`config.mk`:
```
export PLATFORM = sky130hd
export DESIGN_NAME = irq_ctrl_apb_slave
export DESIGN_NICKNAME = d
export VERILOG_FILES = /design/src/rtl/irq_ctrl_pkg.sv /design/src/rtl/irq_prio_arbiter.sv /design/src/rtl/irq_ctrl_apb_slave.sv
export SDC_FILE = /design/constraint.sdc
export NUM_CORES = 1
export LEC_CHECK = 0
export ABC_AREA = 1
export BUFFER_PORTS_ARGS = -buffer_cell sky130_fd_sc_hd__buf_4
export CORE_MARGIN = 2
export CORE_UTILIZATION = 45
export CTS_CLUSTER_SIZE = 28
export DETAILED_ROUTE_END_ITERATION = 10
export HOLD_SLACK_MARGIN = 0.05
export PLACE_DENSITY_LB_ADDON = 0.05
export SLEW_MARGIN = 20
export SYNTH_ARGS = -nofsm -noshare
export SYNTH_HDL_FRONTEND = slang
export SYNTH_SLANG_ARGS = --single-unit
```
`constraint.sdc`:
```
create_clock -name pclk_i -period 4 [get_ports pclk_i]
set_clock_uncertainty 0.2 [all_clocks]
set_input_delay 0.8 -clock pclk_i [delete_from_list [all_inputs] [get_ports pclk_i]]
set_output_delay 0.8 -clock pclk_i [all_outputs]
set_load 0.05 [all_outputs]
```
`src/rtl/irq_ctrl_pkg.sv`:
```
`default_nettype none
// ============================================================================
// Module   : irq_ctrl_pkg
// Purpose  : Shared definitions for the APB interrupt controller. It holds the
//            register word addresses, the source count, the priority width,
//            the APB responder state encoding and the transfer-error decode.
// Ports    : none (package)
// Revision : 1.0 - initial release
// ============================================================================
package irq_ctrl_pkg;

    localparam int NUM_IRQ = 4;
    localparam int PRIO_W  = 3;
    localparam int ID_W    = 2;

    localparam logic [31:0] ADDR_CTRL    = 32'd0;
    localparam logic [31:0] ADDR_PENDING = 32'd1;
    localparam logic [31:0] ADDR_STATUS  = 32'd2;
    localparam logic [31:0] ADDR_MASK    = 32'd3;
    localparam logic [31:0] ADDR_PTH     = 32'd4;
    localparam logic [31:0] ADDR_IRQ0    = 32'd5;
    localparam logic [31:0] ADDR_IRQ1    = 32'd6;
    localparam logic [31:0] ADDR_IRQ2    = 32'd7;
    localparam logic [31:0] ADDR_IRQ3    = 32'd8;

    typedef enum logic [1:0] {
        ST_IDLE   = 2'd0,
        ST_SETUP  = 2'd1,
        ST_ACCESS = 2'd2
    } apb_state_e;

    // A transfer fails when it targets an address beyond the register map,
    // or when it tries to write the read-only PENDING view.
    function automatic logic addr_error(input logic [31:0] addr, input logic write);
        return (addr > ADDR_IRQ3) || (write && (addr == ADDR_PENDING));
    endfunction

endpackage
`default_nettype wire

```
`src/rtl/irq_prio_arbiter.sv`:
```
`default_nettype none
// ============================================================================
// Module   : irq_prio_arbiter
// Purpose  : Purely combinational eligibility and priority selection. A
//            source is eligible when it is pending, unmasked, globally enabled
//            and its priority is strictly above the threshold. The eligible
//            source with the largest priority wins; ties go to the lowest
//            index.
// Ports    : status, mask    - per-source pending and enable bits
//            enable          - global interrupt enable
//            pth             - priority threshold
//            prio            - per-source priority values
//            any_eligible    - at least one source is eligible
//            winner_id       - index of the winning source (0 if none)
// Revision : 1.0 - initial release
// ============================================================================
module irq_prio_arbiter
    import irq_ctrl_pkg::*;
(
    input  logic [NUM_IRQ-1:0]             status,
    input  logic [NUM_IRQ-1:0]             mask,
    input  logic                           enable,
    input  logic [PRIO_W-1:0]              pth,
    input  logic [NUM_IRQ-1:0][PRIO_W-1:0] prio,
    output logic                           any_eligible,
    output logic [ID_W-1:0]                winner_id
);

    logic [NUM_IRQ-1:0] w_elig;
    logic               w_found;
    logic [PRIO_W-1:0]  w_best_prio;

    // Strict compare means priority 0 can never beat the minimum threshold.
    genvar gi;
    generate
        for (gi = 0; gi < NUM_IRQ; gi++) begin : g_elig
            assign w_elig[gi] = status[gi] & mask[gi] & enable & (prio[gi] > pth);
        end
    endgenerate

    // Ascending scan with a strict '>' keeps the lowest index on a tie.
    always_comb begin
        w_found     = 1'b0;
        w_best_prio = '0;
        winner_id   = '0;
        for (int i = 0; i < NUM_IRQ; i++) begin
            if (w_elig[i] && (!w_found || (prio[i] > w_best_prio))) begin
                w_found     = 1'b1;
                w_best_prio = prio[i];
                winner_id   = ID_W'(i);
            end
        end
    end

    assign any_eligible = |w_elig;

endmodule
`default_nettype wire

```
`src/rtl/irq_ctrl_apb_slave.sv`:
```
`default_nettype none
// ============================================================================
// Module   : irq_ctrl_apb_slave
// Purpose  : Four-source priority interrupt controller with an APB register
//            interface. Requests latch into STATUS every cycle, are filtered
//            by MASK / global enable / threshold, and the registered winner
//            drives interrupt_o and irq_id_o.
// Ports    : pclk_i, rst_n_i         - clock, async active-low reset
//            psel_i, penable_i,
//            pwrite_i, paddr_i,
//            pwdata_i                - APB request
//            prdata_o, pready_o,
//            pslverr_o               - APB response
//            irq_trigger_i           - per-source requests (active high)
//            interrupt_o, irq_id_o   - interrupt line and winning index
// Revision : 1.0 - initial release
// ============================================================================
module irq_ctrl_apb_slave
    import irq_ctrl_pkg::*;
(
    input  logic               pclk_i,
    input  logic               rst_n_i,
    input  logic               psel_i,
    input  logic               penable_i,
    input  logic               pwrite_i,
    input  logic [31:0]        paddr_i,
    input  logic [31:0]        pwdata_i,
    input  logic [NUM_IRQ-1:0] irq_trigger_i,
    output logic [31:0]        prdata_o,
    output logic               pready_o,
    output logic               pslverr_o,
    output logic               interrupt_o,
    output logic [ID_W-1:0]    irq_id_o
);

    apb_state_e                     r_state;
    apb_state_e                     w_state_next;

    logic                           r_ctrl_en;
    logic [NUM_IRQ-1:0]             r_status;
    logic [NUM_IRQ-1:0]             r_mask;
    logic [PRIO_W-1:0]              r_pth;
    logic [NUM_IRQ-1:0][PRIO_W-1:0] r_prio;
    logic [31:0]                    r_prdata;
    logic                           r_interrupt;
    logic [ID_W-1:0]                r_irq_id;

    logic                           w_err;
    logic                           w_wr_commit;
    logic [NUM_IRQ-1:0]             w_status_clr;
    logic [31:0]                    w_rdata;
    logic                           w_any;
    logic [ID_W-1:0]                w_winner;
    logic                           w_unused_wdata;

    assign w_unused_wdata = &pwdata_i[31:NUM_IRQ];

    // ---------------------------------------------------------------- FSM
    always_ff @(posedge pclk_i or negedge rst_n_i) begin
        if (!rst_n_i) begin
            r_state <= ST_IDLE;
        end else begin
            r_state <= w_state_next;
        end
    end

    // An access phase that did not follow a setup phase is left in IDLE, so
    // it never produces pready_o and never commits.
    always_comb begin
        w_state_next = r_state;
        case (r_state)
            ST_IDLE:   if (psel_i && !penable_i) w_state_next = ST_SETUP;
            ST_SETUP:  w_state_next = ST_ACCESS;
            ST_ACCESS: w_state_next = (psel_i && !penable_i) ? ST_SETUP : ST_IDLE;
            default:   w_state_next = ST_IDLE;
        endcase
    end

    assign w_err       = addr_error(paddr_i, pwrite_i);
    assign w_wr_commit = (r_state == ST_ACCESS) && psel_i && penable_i && pwrite_i && !w_err;
    assign pready_o    = (r_state == ST_ACCESS);
    assign pslverr_o   = (r_state == ST_ACCESS) && w_err;

    // ---------------------------------------------------------- read path
    always_comb begin
        w_rdata = '0;
        case (paddr_i)
            ADDR_CTRL:    w_rdata[0]            = r_ctrl_en;
            ADDR_PENDING: w_rdata[NUM_IRQ-1:0]  = r_status & r_mask;
            ADDR_STATUS:  w_rdata[NUM_IRQ-1:0]  = r_status;
            ADDR_MASK:    w_rdata[NUM_IRQ-1:0]  = r_mask;
            ADDR_PTH:     w_rdata[PRIO_W-1:0]   = r_pth;
            ADDR_IRQ0:    w_rdata[PRIO_W-1:0]   = r_prio[0];
            ADDR_IRQ1:    w_rdata[PRIO_W-1:0]   = r_prio[1];
            ADDR_IRQ2:    w_rdata[PRIO_W-1:0]   = r_prio[2];
            ADDR_IRQ3:    w_rdata[PRIO_W-1:0]   = r_prio[3];
            default:      w_rdata               = '0;
        endcase
    end

    // Read data is sampled on entry to SETUP so it is stable for all of ACCESS.
    always_ff @(posedge pclk_i or negedge rst_n_i) begin
        if (!rst_n_i) begin
            r_prdata <= '0;
        end else if (w_state_next == ST_SETUP) begin
            r_prdata <= w_err ? 32'd0 : w_rdata;
        end
    end

    assign prdata_o = r_prdata;

    // ---------------------------------------------------------- registers
    always_ff @(posedge pclk_i or negedge rst_n_i) begin
        if (!rst_n_i) begin
            r_ctrl_en <= 1'b1;
            r_mask    <= '0;
            r_pth     <= '0;
            r_prio    <= '0;
        end else if (w_wr_commit) begin
            if (paddr_i == ADDR_CTRL) r_ctrl_en <= pwdata_i[0];
            if (paddr_i == ADDR_MASK) r_mask    <= pwdata_i[NUM_IRQ-1:0];
            if (paddr_i == ADDR_PTH)  r_pth     <= pwdata_i[PRIO_W-1:0];
            for (int i = 0; i < NUM_IRQ; i++) begin
                if (paddr_i == (ADDR_IRQ0 + 32'(i))) r_prio[i] <= pwdata_i[PRIO_W-1:0];
            end
        end
    end

    assign w_status_clr = (w_wr_commit && (paddr_i == ADDR_STATUS)) ? pwdata_i[NUM_IRQ-1:0] : '0;

    // OR-ing the request after the clear lets a new request win a same-cycle W1C.
    always_ff @(posedge pclk_i or negedge rst_n_i) begin
        if (!rst_n_i) begin
            r_status <= '0;
        end else begin
            r_status <= (r_status & ~w_status_clr) | irq_trigger_i;
        end
    end

    // ------------------------------------------------------- arbitration
    irq_prio_arbiter u_arbiter (
        .status       (r_status),
        .mask         (r_mask),
        .enable       (r_ctrl_en),
        .pth          (r_pth),
        .prio         (r_prio),
        .any_eligible (w_any),
        .winner_id    (w_winner)
    );

    // irq_id_o keeps the last winner while no source is eligible.
    always_ff @(posedge pclk_i or negedge rst_n_i) begin
        if (!rst_n_i) begin
            r_interrupt <= 1'b0;
            r_irq_id    <= '0;
        end else begin
            r_interrupt <= w_any;
            if (w_any) r_irq_id <= w_winner;
        end
    end

    assign interrupt_o = r_interrupt;
    assign irq_id_o    = r_irq_id;

endmodule
`default_nettype wire
```
=== Word level (Yosys, flattened, before mapping) ===
Index checks and enable logic that the tools add are counted.

* Bits in latches: 0
* RAM bits: 0
* Flip-flop bits (word level): 61
* Input port bits: 73
* Word-level logic and storage cells: 94
* Output and inout bits: 37
* Memories: 0
* Bits in read-only memories: 0

* Mux-type cells: 17
* Reductions and logical operators: 30
* Multipliers: 0
* Shift operators: 0
* Equality and inequality tests: 11
* Magnitude comparators: 8
* Bitwise operators: 16
* $add $sub $neg: 0
* Divide/modulo/power cells: 0

{| class="wikitable"
|+ Operators with widths
! kind !! count
|-
| == test 32 x 3 -> 1 bit (second input constant) || 4
|-
| == test 32 x 2 -> 1 bit (second input constant) || 2
|-
| == test 32 x 1 -> 1 bit (second input constant) || 1
|-
| == test 32 x 4 -> 1 bit (second input constant) || 1
|-
| greater-than comparator 32 x 4 -> 1 bit (second input constant) || 1
|-
| logical NOT 32 bit || 1
|-
| greater-than comparator 3 bit || 7
|-
| case mux 2 bit (8 select lines) || 1
|-
| AND reduction 2 bit || 7
|-
| AND 1 bit || 12
|-
| logical AND 1 bit || 11
|-
| 2-to-1 mux 3 bit || 3
|-
| case mux 1 bit (9 select lines) || 1
|-
| AND 4 bit || 2
|-
| 2-to-1 mux 4 bit || 2
|-
| 2-to-1 mux 2 bit || 3
|-
| case mux 2 bit (3 select lines) || 1
|-
| logical NOT 1 bit || 5
|-
| 2-to-1 mux 1 bit || 5
|-
| == test 2 x 1 -> 1 bit (second input constant) || 2
|-
| logical OR 1 bit || 4
|-
| inverter 4 bit || 1
|-
| bitwise OR 4 bit || 1
|-
| OR reduction 4 bit || 1
|-
| other kinds (3) || 3
|}

=== Depth between registers and ports, before layout ===
Gate-level depths: netlist of the first run.

* Depth after elaboration: 16
* Depth in mapped cells: 32
* Gate-level depth less buffers: 32

=== Modules after synthesis ===
A second synthesis of the first run with hierarchy kept.

* Cells, all modules: 438
* Area total of the unflattened synthesis: 2960.3 sq um

{| class="wikitable"
|+ By module, submodules not included
! module !! instances !! area each (sq um) !! seq. area each (sq um) !! cells an instance
|-
| irq_ctrl_apb_slave || 1 || 2205.9 || 827.0 || 312
|-
| irq_prio_arbiter || 1 || 754.5 || 0.0 || 126
|}

=== Worst setup path before layout of the first run ===
OpenSTA, ideal clock, no wires.

* Path type: flip-flop to flip-flop
* Start point: register r_pth[2]
* End point: register r_irq_id[1], in the netlist irq_id_o[1]
* Period minus slack after synthesis: 4.082 ns
* Path slack: -0.082 ns
* Library setup time: 0.128 ns
* Stages on the path, launching flop included: 31
* Data arrival time: 3.754 ns
* Required time: 3.672 ns
* Buffers on the path: 0
* Cells stage by stage: dfrtp_1 inv_1 ha_1 and3_1 nor2_1 nand2_1 inv_1 nand2_1 ha_1 a21oi_1 o21ai_0 nand2_1 nand2_1 nand2_1 nand2_1 and2_1 ha_1 nand2_1 o21ai_0 nand2_1 nand2_1 nand2_1 nand3_1 o21ai_0 ha_1 a21oi_1 o21ai_0 nand2_1 nand2_1 nand2_1 nand3_1

* Longest elaborated chain between the ends: 15
* Elaborated cells between the ends (all ways): 29
* Classes of those cells: order compare: 7; mux: 8; bitwise: 4; reduce/logical: 10

{| class="wikitable"
|+ Ends and longest elaborated chain
! what !! line !! source
|-
| start, declared || irq_ctrl_apb_slave.sv:42 || <nowiki>logic [PRIO_W-1:0] r_pth;</nowiki>
|-
| start signal, assigned || irq_ctrl_apb_slave.sv:122 || <nowiki>if (paddr_i == ADDR_PTH) r_pth <= pwdata_i[PRIO_W-1:0];</nowiki>
|-
| greater-than comparator 3 bit || irq_prio_arbiter.sv:37 || <nowiki>assign w_elig[gi] = status[gi] & mask[gi] & enable & (prio[gi] > pth);</nowiki>
|-
| AND 1 bit || irq_prio_arbiter.sv:37 ||
|-
| 2-to-1 mux 3 bit / 2-to-1 mux 1 bit (equally long branches) || irq_prio_arbiter.sv:47 || <nowiki>if (w_elig[i] && (!w_found || (prio[i] > w_best_prio))) begin</nowiki>
|-
| greater-than comparator 3 bit / logical NOT 1 bit (equally long branches) || irq_prio_arbiter.sv:47 ||
|-
| logical OR 1 bit || irq_prio_arbiter.sv:47 ||
|-
| logical AND 1 bit || irq_prio_arbiter.sv:47 ||
|-
| 2-to-1 mux 3 bit / 2-to-1 mux 1 bit (equally long branches) || irq_prio_arbiter.sv:47 ||
|-
| greater-than comparator 3 bit / logical NOT 1 bit (equally long branches) || irq_prio_arbiter.sv:47 ||
|-
| logical OR 1 bit || irq_prio_arbiter.sv:47 ||
|-
| logical AND 1 bit || irq_prio_arbiter.sv:47 ||
|-
| 2-to-1 mux 3 bit / 2-to-1 mux 1 bit (equally long branches) || irq_prio_arbiter.sv:47 ||
|-
| greater-than comparator 3 bit / logical NOT 1 bit (equally long branches) || irq_prio_arbiter.sv:47 ||
|-
| logical OR 1 bit || irq_prio_arbiter.sv:47 ||
|-
| logical AND 1 bit || irq_prio_arbiter.sv:47 ||
|-
| 2-to-1 mux 2 bit || irq_prio_arbiter.sv:47 ||
|-
| end signal, assigned || irq_ctrl_apb_slave.sv:158 || <nowiki>if (w_any) r_irq_id <= w_winner;</nowiki>
|-
| end, declared || irq_ctrl_apb_slave.sv:46 || <nowiki>logic [ID_W-1:0] r_irq_id;</nowiki>
|}

Parallel ways exist; a longest one is shown, timed or not.
A chain may end at the register's enable or synchronous reset.

=== Final worst setup path of the first run ===
* Start point: register r_pth[1]
* End point: register r_irq_id[0], in the netlist irq_id_o[0]

The elaborated chain is that of the path after synthesis.

==> impl_metrics.sql, run 1 <==
INSERT INTO impl_metrics (metric_group, metric, value, unit) VALUES
('cells_and_area', 'drive_gt1_share', '30.35', '%'),
('floorplan', 'die_w', '82.57', 'microns'),
('yosys', 'synth.yosys.warnings', '0', ''),
('yosys', 'synth.cell_area', '2778', 'sq um'),
('pwr', 'share_comb_of_total_power', '17.6', '%'),
('timing', 'grt_setup_unrepaired', 'yes', ''),
('status', 'run_status', 'complete, but fails checks', ''),
('setup_path', 'slowest_stage', 'dfrtp_1', ''),
('pwr', 'clkPwrFrac', '35.8', '%'),
('yosys', 'ys_ff_latch', '33', ''),
('place', 'routabilityCongestion', '0.8635', ''),
('drt', 'detail_route.wirelength', '6.929', 'mm'),
('timing', 'clock_period_minus_worst_slack', '4.075', 'ns'),
('place', 'portBuffers', '53', ''),
('min_path', 'hold_path.startpoint', 'r_state[1]$_DFF_PN0_', ''),
('floorplan', 'initial_utilization', '46.64', '%'),
('drt', 'drt_pass1_iterations', '4', ''),
('drt', 'detail_route.wl_per_cell', '12.24', 'microns'),
('cells_and_area', 'num-nets-final', '584', ''),
('setup_path', 'critical_path.max_fanout', '6', ''),
('setup_path', 'worst-r2r-setup-slack', '-0.08', 'ns'),
('place', 'placed_area', '3328', 'sq um'),
('run', 'drv.max_cap_violation_count', '0', ''),
('timing', 'finalMaxSlewViolations', '0', ''),
('min_path', 'min_path_type', 'reg2reg', ''),
('global_route', 'grt_start_max_net_pins', '34', ''),
('pwr', 'share_seq_of_total_power', '46.6', '%'),
('pwr', 'switching_power', '0.2299', 'mW'),
('floorplan', 'chipHeight', '82.57', 'microns'),
('yosys', 'netlist_instances', '404', ''),
('setup_path', 'crit_top_cell', 'nand2_1', ''),
('timing', 'setup-violations-final', '2', ''),
('floorplan', 'design.portCount', '110', ''),
('drt', 'detailroute.via_count', '2719', ''),
('place', 'hpwlAfterDp', '5.450', 'mm'),
('setup_path', 'crit_type', 'reg2reg', ''),
('global_route', 'grt_antenna_before_repair', '0', ''),
('cts', 'holdBufCountCts', '0', ''),
('pwr', 'netSwitchingFraction', '31.97', '%'),
('drt', 'post_drt_via_cell_ratio', '4.804', ''),
('global_route', 'gr_ovfl_total', '0', ''),
('drt', 'drt.antenna.violating_nets', '0', ''),
('yosys', 'synth.avg_cell_area', '6.875', 'sq um'),
('global_route', 'grt_first_pass_wirelength', '11.76', 'mm'),
('setup_path', 'cp-start-kind', 'flop', ''),
('cells_and_area', 'final_area', '3642', 'sq um'),
('cells_and_area', 'finish.cell_count_without_fillers', '566', ''),
('global_route', 'via_count_of_the_first_global_routing_pass', '2668', ''),
('floorplan', 'std_cell_rows', '28', ''),
('floorplan', 'floorplan.die_area', '6817', 'sq um'),
('cells_and_area', 'antenna-diode-count', '0', ''),
('cts', 'cts_buffer_depth', '2', ''),
('setup_path', 'endpoint_kind', 'flop', ''),
('cells_and_area', 'multiInputGateArea', '1836', 'sq um'),
('setup_path', 'cp-startpoint', 'r_pth[1]$_DFFE_PN0P_', ''),
('setup_path', 'crit-reg2reg-launch', 'r_pth[1]$_DFFE_PN0P_', ''),
('pwr', 'cellLeakagePower', '2.072', 'nW'),
('timing', 'fmax', '0.2454', 'GHz'),
('setup_path', 'data_required_time_at_the_worst_endpoint', '3.97', 'ns'),
('cts', 'insertion_delay', '0.29', 'ns'),
('setup_path', 'worst_stage_delay_on_the_critical_path', '0.37', 'ns'),
('drt', 'drc_errors', '0', ''),
('cts', 'tritoncts_num_sinks', '33', ''),
('status', 'failed_checks', 'setup timing', ''),
('pwr', 'power-per-cell-area', '197.4', 'nW/um^2'),
('timing', 'postLayoutSetupSlackWorst', '-0.07527', 'ns'),
('place', 'dp_cells', '551', ''),
('timing', 'finalCritPeriodShare', '101.9', '%'),
('cts', 'cts.htree.levels', '2', ''),
('yosys', 'yosysSeqAreaShare', '29.77', '%'),
('cts', 'numCtsBuffers', '5', '');
[power by group through the flow]
stage / clock network, mW / registers [mW] / logic [mW]
final: 0.257 / 0.335 / 0.127
after global routing: 0.275 / 0.335 / 0.138
after CTS: 0.262 / 0.335 / 0.127
after detailed placement: 0 / 0.341 / 0.127
after global placement: 0 / 0.341 / 0.126
after floorplan: 0 / 0.341 / 0.100
[synthesized netlist by cell type]
| cell | count | share of area (%) |
|---|---|---|
| nor2_8 | 1 | 0.72 |
| conb_1 | 1 | 0.14 |
| a21oi_1 | 6 | 1.1 |
| ha_1 | 21 | 9.5 |
| nor2_4 | 2 | 0.81 |
| nand3b_1 | 2 | 0.54 |
| nor2_1 | 48 | 6.5 |
| dfrtp_1 | 32 | 29 |
| o21ai_0 | 14 | 2.5 |
| inv_2 | 2 | 0.27 |
| nand4_1 | 5 | 1.1 |
| buf_8 | 1 | 0.54 |
| dfstp_2 | 1 | 0.95 |
| buf_2 | 2 | 0.36 |
| nand2_2 | 4 | 0.90 |
| and2_1 | 3 | 0.68 |
| nand2_1 | 104 | 14 |
| buf_4 | 28 | 7.6 |
| and3_1 | 1 | 0.23 |
| nor2_2 | 6 | 1.4 |
| nand2_4 | 5 | 2.0 |
| o21bai_1 | 1 | 0.27 |
| nand3_1 | 50 | 9.0 |
| nor3_1 | 4 | 0.72 |
| inv_1 | 43 | 5.8 |
| a211oi_1 | 1 | 0.27 |
| clkinv_1 | 1 | 0.14 |
| nor3_2 | 1 | 0.36 |
| o21ai_1 | 13 | 2.3 |
| nand4_2 | 1 | 0.45 |
[per-layer routing]
layer	wire [microns]	track usage (%)	vias to the layer above
li1	-	-	1413
met1	3031	27.92	1242
met2	3526	41.13	56
met3	286	4.130	8
met4	85	5.574	0
met5	0	0	-
[worst reg2reg max path, delay by kind of cell, from the launching register on]
kind	cells	cell delay [ns]
AO/OA/AOI/OAI	7	0.65
AND/OR/NAND/NOR	17	1.41
buffers and inverters	3	0.20
flip-flops	1	0.37
adder cells (fa/ha/maj)	4	1.14
[final cells by class]
class	instances	area share (%)
multi-input combinational	321	50.40
sequential	33	22.71
timing repair buffer	83	17.21
inverter	46	4.741
tap	75	2.576
clock buffer	5	1.889
clock inverter	3	0.4809
[layout by cell type, fill, tap and decap left out, drive strengths merged]
cell,n
a21oi,6
dfstp,1
o21bai,1
buf,83
clkinvlp,1
o21ai,27
nand2,113
a211oi,1
clkinv,3
nand3,50
conb,28
inv,45
and2,3
nand4,6
nor3,5
nor2,57
dfrtp,32
and3,1
ha,21
clkbuf,5
nand3b,2
[state kept, by name, indices dropped and copies added (netlist names)]
signal,flops
interrupt_o,1
irq_id_o,2
prdata_o,4
r_ctrl_en,1
r_mask,4
r_prio,12
r_pth,3
r_state,2
r_status,4
[kinds of logic (layout without fill, tap and decap cells)]
kind of cell / after synthesis / in the layout / synth area share, %
AND/OR/NAND/NOR: 237 / 237 / 39.46
buffers and inverters: 77 / 137 / 14.68
AO/OA/AOI/OAI: 35 / 35 / 6.487
flip-flops: 33 / 33 / 29.78
adder cells (fa/ha/maj): 21 / 21 / 9.459
other: 1 / 28 / 0.1350
[stage by stage]
stage / utilization (%) / setup slack, ns / hold WS [ns] / total power, mW / setup TNS [ns]
6_report: 61.16 / -0.07527 / 0.2283 / 0.7189 / -0.1352
5_1_grt: 61.16 / -0.4148 / 0.2495 / 0.7487 / -0.8253
4_1_cts: 60.25 / -0.07185 / 0.2288 / 0.7241 / -0.1434
2_1_floorplan: - / 0.001374 / 0.2030 / 0.4418 / 0
3_3_place_gp: 55.88 / -0.2118 / 0.2165 / 0.4677 / -0.4217
3_5_place_dp: 55.88 / -0.3009 / 0.2182 / 0.4687 / -0.6013
[worst paths after layout]
path                                            to  cells after the start
min in group asynchronous  irq_id_o[0]$_DFFE_PN0P_                      1
setup / recovery           irq_id_o[0]$_DFFE_PN0P_                     31
setup reg to reg           irq_id_o[0]$_DFFE_PN0P_                     31
max in group asynchronous    r_ctrl_en$_DFFE_PN1P_                      1
hold reg to reg               r_state[1]$_DFF_PN0_                      1
hold / removal                r_state[1]$_DFF_PN0_                      1
[repair_timing]
item,in CTS,in global routing
buffers inserted,5,2
pin swaps,17,5
hold endpoints to repair,0,0
gates resized for setup,29,10
endpoints found under the setup margin,2,2
No activity file was read; power rests on OpenSTA's default activity.
==> run 2, diff against run 1 <==
--- a/config.mk
+++ b/config.mk
@@ -13,6 +13,7 @@
 export DETAILED_ROUTE_END_ITERATION = 10
 export HOLD_SLACK_MARGIN = 0.05
 export PLACE_DENSITY_LB_ADDON = 0.05
+export SKIP_CTS_REPAIR_TIMING = 1
 export SLEW_MARGIN = 20
 export SYNTH_ARGS = -nofsm -noshare
 export SYNTH_HDL_FRONTEND = slang
==> impl_metrics.sql, run 2 (same netlist as run 1, synthesis figures left out) <==
INSERT INTO impl_metrics (metric_group, metric, value, unit) VALUES
('cells_and_area', 'multiInputGateArea', '1827', 'sq um'),
('setup_path', 'cp-start-kind', 'flop', ''),
('cts', 'cts.reportedPaths.clkPinSlew', '0.08', 'ns'),
('global_route', 'grt_antenna_before_repair', '0', ''),
('cells_and_area', 'area.sequential', '827.0', 'sq um'),
('setup_path', 'worst_stage_delay_on_the_critical_path', '0.41', 'ns'),
('cells_and_area', 'most-common-layout-cells', '96 x nand2_1, 78 x buf_4, 48 x nor2_1', ''),
('cells_and_area', 'top_register', 'r_prio', ''),
('pwr', 'ir_drop', '0.1555', 'mV'),
('setup_path', 'crit_type', 'reg2reg', ''),
('cts', 'cts_buffer_depth', '2', ''),
('drt', 'detail_route.iter0.violations', '101', ''),
('floorplan', 'floorplan.die_area', '6817', 'sq um'),
('status', 'run_status', 'complete, but fails checks', ''),
('setup_path', 'critical_path_depth', '30', ''),
('place', 'portBuffers', '53', ''),
('cells_and_area', 'mostFrequentLayoutCell', 'nand2_1', ''),
('setup_path', 'crit-reg2reg-launch', 'r_prio[1]$_DFFE_PN0P_', ''),
('pwr', 'totalPowerFinal', '0.7177', 'mW'),
('cells_and_area', 'num-nets-final', '581', ''),
('drt', 'detail_route.wl_per_cell', '12.16', 'microns'),
('setup_path', 'data_required_time_at_the_worst_endpoint', '3.97', 'ns'),
('floorplan', 'core_region_area', '5956', 'sq um'),
('global_route', 'grt_first_pass_wirelength', '11.54', 'mm'),
('pwr', 'power-per-cell-area', '198.6', 'nW/um^2'),
('setup_path', 'cp_top_family', 'simple AND/OR/NAND/NOR gates', ''),
('drt', 'drc_errors', '0', ''),
('status', 'failed_checks', 'setup timing', ''),
('timing', 'final-hold-violation-count', '0', ''),
('timing', 'postLayoutSetupSlackWorst', '-0.06943', 'ns'),
('timing', 'setup-violations-final', '2', ''),
('timing', 'finalCritPeriodShare', '101.7', '%'),
('setup_path', 'cp-startpoint', 'r_prio[1]$_DFFE_PN0P_', ''),
('setup_path', 'r2r_end', 'irq_id_o[0]$_DFFE_PN0P_', ''),
('cts', 'tritoncts_clock_tree', 'built', ''),
('drt', 'detailroute.via_count', '2697', ''),
('setup_path', 'slowest_stage', 'dfrtp_1', ''),
('timing', 'clock_period_minus_worst_slack', '4.069', 'ns'),
('floorplan', 'chipHeight', '82.57', 'microns'),
('setup_path', 'worst-endpoint-arrival', '4.04', 'ns'),
('floorplan', 'initial_utilization', '46.64', '%'),
('pwr', 'cellLeakagePower', '2.065', 'nW'),
('drt', 'highest-signal-layer', 'met4', ''),
('timing', 'fmax', '0.2457', 'GHz'),
('setup_path', 'crit_top_cell', 'nand2_1', ''),
('floorplan', 'std_cell_rows', '28', ''),
('setup_path', 'capturing_instance_or_port_of_the_critical_path', 'irq_id_o[0]$_DFFE_PN0P_', ''),
('cells_and_area', 'antenna-diode-count', '0', ''),
('drt', 'detail_route.wirelength', '6.844', 'mm'),
('cts', 'cts.htree.levels', '2', ''),
('setup_path', 'worst-r2r-setup-slack', '-0.07', 'ns'),
('place', 'hpwlAfterDp', '5.450', 'mm'),
('run', 'drv.max_cap_violation_count', '0', ''),
('setup_path', 'endpoint_kind', 'flop', ''),
('cells_and_area', 'area_growth', '30.14', '%'),
('floorplan', 'design.portCount', '110', ''),
('cts', 'tritoncts_num_sinks', '33', ''),
('cts', 'insertion_delay', '0.29', 'ns'),
('timing', 'finalMaxSlewViolations', '0', ''),
('cells_and_area', 'final_core_utilization', '60.69', '%'),
('cts', 'numCtsBuffers', '5', ''),
('setup_path', 'rr_worst_depth', '30', ''),
('cts', 'clockRootBuffer', 'clkbuf_8', ''),
('timing', 'setup_total_negative_slack', '-0.1314', 'ns'),
('setup_path', 'timing.critical_path.buf_inv', '3', ''),
('global_route', 'gr_ovfl_total', '0', ''),
('cells_and_area', 'drive_gt1_share', '29.30', '%'),
('drt', 'route.met3.wl', '286', 'microns'),
('floorplan', 'die_w', '82.57', 'microns'),
('global_route', 'globalRouteTotalUtil', '22.33', '%'),
('timing', 'grt_setup_unrepaired', 'yes', ''),
('drt', 'drt_pass1_iterations', '5', ''),
('min_path', 'min_path_type', 'reg2reg', ''),
('cells_and_area', 'num-fill-cells', '574', ''),
('drt', 'met1_length', '3.046', 'mm'),
('place', 'place_worst_setup_slack', '-0.3009', 'ns'),
('drt', 'drt.antenna.violating_nets', '0', ''),
('place', 'routabilityCongestion', '0.8635', ''),
('drt', 'post_drt_via_cell_ratio', '4.790', ''),
('setup_path', 'critical_path.max_fanout', '6', ''),
('cells_and_area', 'largest_reg_flops', '12', ''),
('drt', 'routed-wl-met2', '3.430', 'mm'),
('global_route', 'grt_start_max_net_pins', '34', ''),
('timing', 'timing.hold.ws', '0.2282', 'ns'),
('global_route', 'via_count_of_the_first_global_routing_pass', '2619', ''),
('min_path', 'min_path_cells', '1', '');
==> run 2: layer usage <==
metal  track usage, %  vias to the layer above
met5                0                        -
li1                 -                     1410
met1            27.92                     1225
met2            39.60                       54
met4            5.574                        0
met3            4.130                        8
==> run 2: power by group <==
group | internal, mW | switching [mW] | total (mW)
Combinational | 0.0343 | 0.0926 | 0.127
Sequential | 0.334 | 0.000460 | 0.335
Clock | 0.120 | 0.136 | 0.256
==> run 2: cell type report <==
class / count / area share, %
sequential: 33 / 22.88
timing repair buffer: 80 / 16.82
inverter: 46 / 4.777
clock buffer: 5 / 1.904
multi-input combinational: 321 / 50.54
tap: 75 / 2.596
clock inverter: 3 / 0.4846
==> run 2: metrics by stage <==
stage,instances,cell area [sq um]
global route,563,3615
global placement,551,3328
detailed placement,551,3328
floorplan,431,2899
finish,563,3615
CTS,559,3415
==> run 2: worst min path at each step <==
| stage | endpoint | start | slack (ns) |
|---|---|---|---|
| final | r_state[1]$_DFF_PN0_ | r_state[1]$_DFF_PN0_ | 0.23 |
| after global routing | r_state[1]$_DFF_PN0_ | r_state[1]$_DFF_PN0_ | 0.25 |
| after CTS | r_state[1]$_DFF_PN0_ | r_state[1]$_DFF_PN0_ | 0.23 |
| after detailed placement | r_state[1]$_DFF_PN0_ | r_state[1]$_DFF_PN0_ | 0.22 |
| after global placement | r_state[1]$_DFF_PN0_ | r_state[1]$_DFF_PN0_ | 0.22 |
| after floorplan | r_state[1]$_DFF_PN0_ | r_state[1]$_DFF_PN0_ | 0.20 |
==> run 3, diff against run 2 <==
--- a/config.mk
+++ b/config.mk
@@ -8,7 +8,7 @@
 export ABC_AREA = 1
 export BUFFER_PORTS_ARGS = -buffer_cell sky130_fd_sc_hd__buf_4
 export CORE_MARGIN = 2
-export CORE_UTILIZATION = 45
+export CORE_UTILIZATION = 53
 export CTS_CLUSTER_SIZE = 28
 export DETAILED_ROUTE_END_ITERATION = 10
 export HOLD_SLACK_MARGIN = 0.05
==> constraint.sdc (replaced) <==
create_clock -name pclk_i -period 5 [get_ports pclk_i]
set_clock_uncertainty 0.2 [all_clocks]
set_input_delay 1 -clock pclk_i [delete_from_list [all_inputs] [get_ports pclk_i]]
set_output_delay 1 -clock pclk_i [all_outputs]
set_load 0.05 [all_outputs]
==> impl_metrics.sql, run 3 (same netlist as run 1, synthesis figures left out) <==
INSERT INTO impl_metrics (metric_group, metric, value, unit) VALUES
('setup_path', 'timing.critical_path.buf_inv', '3', ''),
('setup_path', 'cp-start-kind', 'flop', ''),
('cells_and_area', 'area_growth', '17.61', '%'),
('cts', 'tritoncts_clock_tree', 'built', ''),
('drt', 'detail_route.iter0.violations', '106', ''),
('global_route', 'via_count_of_the_first_global_routing_pass', '2466', ''),
('global_route', 'gr_ovfl_total', '0', ''),
('pwr', 'ir_drop', '0.1422', 'mV'),
('global_route', 'globalRouteTotalUtil', '23.23', '%'),
('setup_path', 'cp_top_family', 'simple AND/OR/NAND/NOR gates', ''),
('floorplan', 'floorplan.die_area', '5836', 'sq um'),
('drt', 'detail_route.wl_per_cell', '11.95', 'microns'),
('drt', 'post_drt_via_cell_ratio', '4.850', ''),
('pwr', 'cellLeakagePower', '1.881', 'nW'),
('timing', 'final-hold-violation-count', '0', ''),
('setup_path', 'crit_top_cell', 'nand2_1', ''),
('drt', 'detail_route.wirelength', '6.360', 'mm'),
('floorplan', 'std_cell_rows', '26', ''),
('drt', 'drt.antenna.violating_nets', '0', ''),
('setup_path', 'crit_type', 'reg2reg', ''),
('place', 'hpwlAfterDp', '5.097', 'mm'),
('cells_and_area', 'most-common-layout-cells', '100 x nand2_1, 54 x buf_4, 50 x nand3_1', ''),
('pwr', 'power-per-cell-area', '193.2', 'nW/um^2'),
('setup_path', 'worst-endpoint-arrival', '4.50', 'ns'),
('cells_and_area', 'num-nets-final', '555', ''),
('floorplan', 'design.portCount', '110', ''),
('timing', 'clock_period_minus_worst_slack', '4.534', 'ns'),
('cts', 'numCtsBuffers', '5', ''),
('cells_and_area', 'num-fill-cells', '496', ''),
('min_path', 'min_path_type', 'reg2reg', ''),
('place', 'routabilityCongestion', '0.9068', ''),
('timing', 'setup-violations-final', '0', ''),
('drt', 'drt_pass1_iterations', '4', ''),
('floorplan', 'core_region_area', '5075', 'sq um'),
('setup_path', 'data_required_time_at_the_worst_endpoint', '4.96', 'ns'),
('global_route', 'grt_first_pass_wirelength', '11.05', 'mm'),
('floorplan', 'initial_utilization', '54.73', '%'),
('timing', 'postLayoutSetupSlackWorst', '0.4657', 'ns'),
('floorplan', 'die_w', '76.40', 'microns'),
('cts', 'cts.htree.levels', '2', ''),
('cells_and_area', 'mostFrequentLayoutCell', 'nand2_1', ''),
('run', 'drv.max_cap_violation_count', '0', ''),
('place', 'place_worst_setup_slack', '0.3648', 'ns'),
('timing', 'fmax', '0.2205', 'GHz'),
('global_route', 'grt_start_max_net_pins', '34', ''),
('cells_and_area', 'final_core_utilization', '64.37', '%'),
('setup_path', 'critical_path.max_fanout', '7', ''),
('timing', 'finalMaxSlewViolations', '0', ''),
('timing', 'finalCritPeriodShare', '90.69', '%'),
('place', 'portBuffers', '53', ''),
('cts', 'clockRootBuffer', 'clkbuf_8', ''),
('cts', 'cts.reportedPaths.clkPinSlew', '0.07', 'ns'),
('setup_path', 'worst_stage_delay_on_the_critical_path', '0.39', 'ns'),
('cts', 'tritoncts_num_sinks', '33', ''),
('cells_and_area', 'final_area', '3267', 'sq um'),
('global_route', 'grt_antenna_before_repair', '0', ''),
('status', 'run_status', 'finished, final reports clean', ''),
('cells_and_area', 'top_register', 'r_prio', ''),
('setup_path', 'endpoint_kind', 'flop', ''),
('cts', 'insertion_delay', '0.28', 'ns'),
('cells_and_area', 'largest_reg_flops', '12', ''),
('cts', 'cts_buffer_depth', '2', ''),
('drt', 'detailroute.via_count', '2580', ''),
('drt', 'drc_errors', '0', ''),
('floorplan', 'chipHeight', '76.40', 'microns'),
('cells_and_area', 'drive_gt1_share', '19.48', '%'),
('setup_path', 'slowest_stage', 'dfrtp_1', ''),
('place', 'placed_area', '3129', 'sq um'),
('cells_and_area', 'antenna-diode-count', '0', ''),
('timing', 'setup_total_negative_slack', '0', 'ns');
run 3: per-stage QoR:
stage | instances | power (mW) | hold slack, ns
after floorplan | 431 | 0.3534 | 0.2030
after global placement | 523 | 0.3741 | 0.2168
after detailed placement | 523 | 0.3751 | 0.2192
after CTS | 531 | 0.6389 | 0.2292
after global routing | 532 | 0.6588 | 0.2391
final | 532 | 0.6313 | 0.2261
run 3: layer usage:
layer / track usage [%] / share of wire, % / vias up
met5: 0 / 0 / -
met4: 5.636 / 0.60 / 0
met3: 4.739 / 5.4 / 4
met2: 41.50 / 50 / 63
met1: 28.69 / 44 / 1155
li1: - / - / 1358
run 3: cell type report:
| type | count | area [sq um] | share of cell area (%) |
|---|---|---|---|
| clock buffers | 6 | 82.58 | 2.528 |
| clock inverters | 2 | 37.54 | 1.149 |
| inverters | 46 | 172.7 | 5.285 |
| multi-input cells | 321 | 1654 | 50.63 |
| flip-flops and latches | 33 | 827.0 | 25.32 |
| well taps | 70 | 87.58 | 2.681 |
| repair buffers | 54 | 405.4 | 12.41 |
run 3: path summary, 6_finish.rpt:
kind,from,endpoint,slack [ns],cells after the start
worst max-delay path,r_pth[1]$_DFFE_PN0P_,irq_id_o[1]$_DFFE_PN0P_,0.47,32
worst min-delay path,r_state[1]$_DFF_PN0_,r_state[1]$_DFF_PN0_,0.23,1
worst max register to register,r_pth[1]$_DFFE_PN0P_,irq_id_o[1]$_DFFE_PN0P_,0.47,32
worst min register to register,r_state[1]$_DFF_PN0_,r_state[1]$_DFF_PN0_,0.23,1
max in group asynchronous,rst_n_i,r_ctrl_en$_DFFE_PN1P_,3.82,1
min in group asynchronous,rst_n_i,r_prio[10]$_DFFE_PN0P_,0.45,1
run 3: power breakdown:
group	switching [mW]	internal, mW
logic	0.0741	0.0275
registers	0.000317	0.268
clock network	0.0997	0.162
run 3: worst reg2reg max path: cells and delay by family (launching register included):
| kind | cells | cell delay [ns] |
|---|---|---|
| buffers and inverters | 3 | 0.25 |
| DFF | 1 | 0.39 |
| and+or+nand+nor | 17 | 1.42 |
| AOI/OAI and AO/OA | 8 | 0.90 |
| adders and majority gates | 4 | 1.25 |
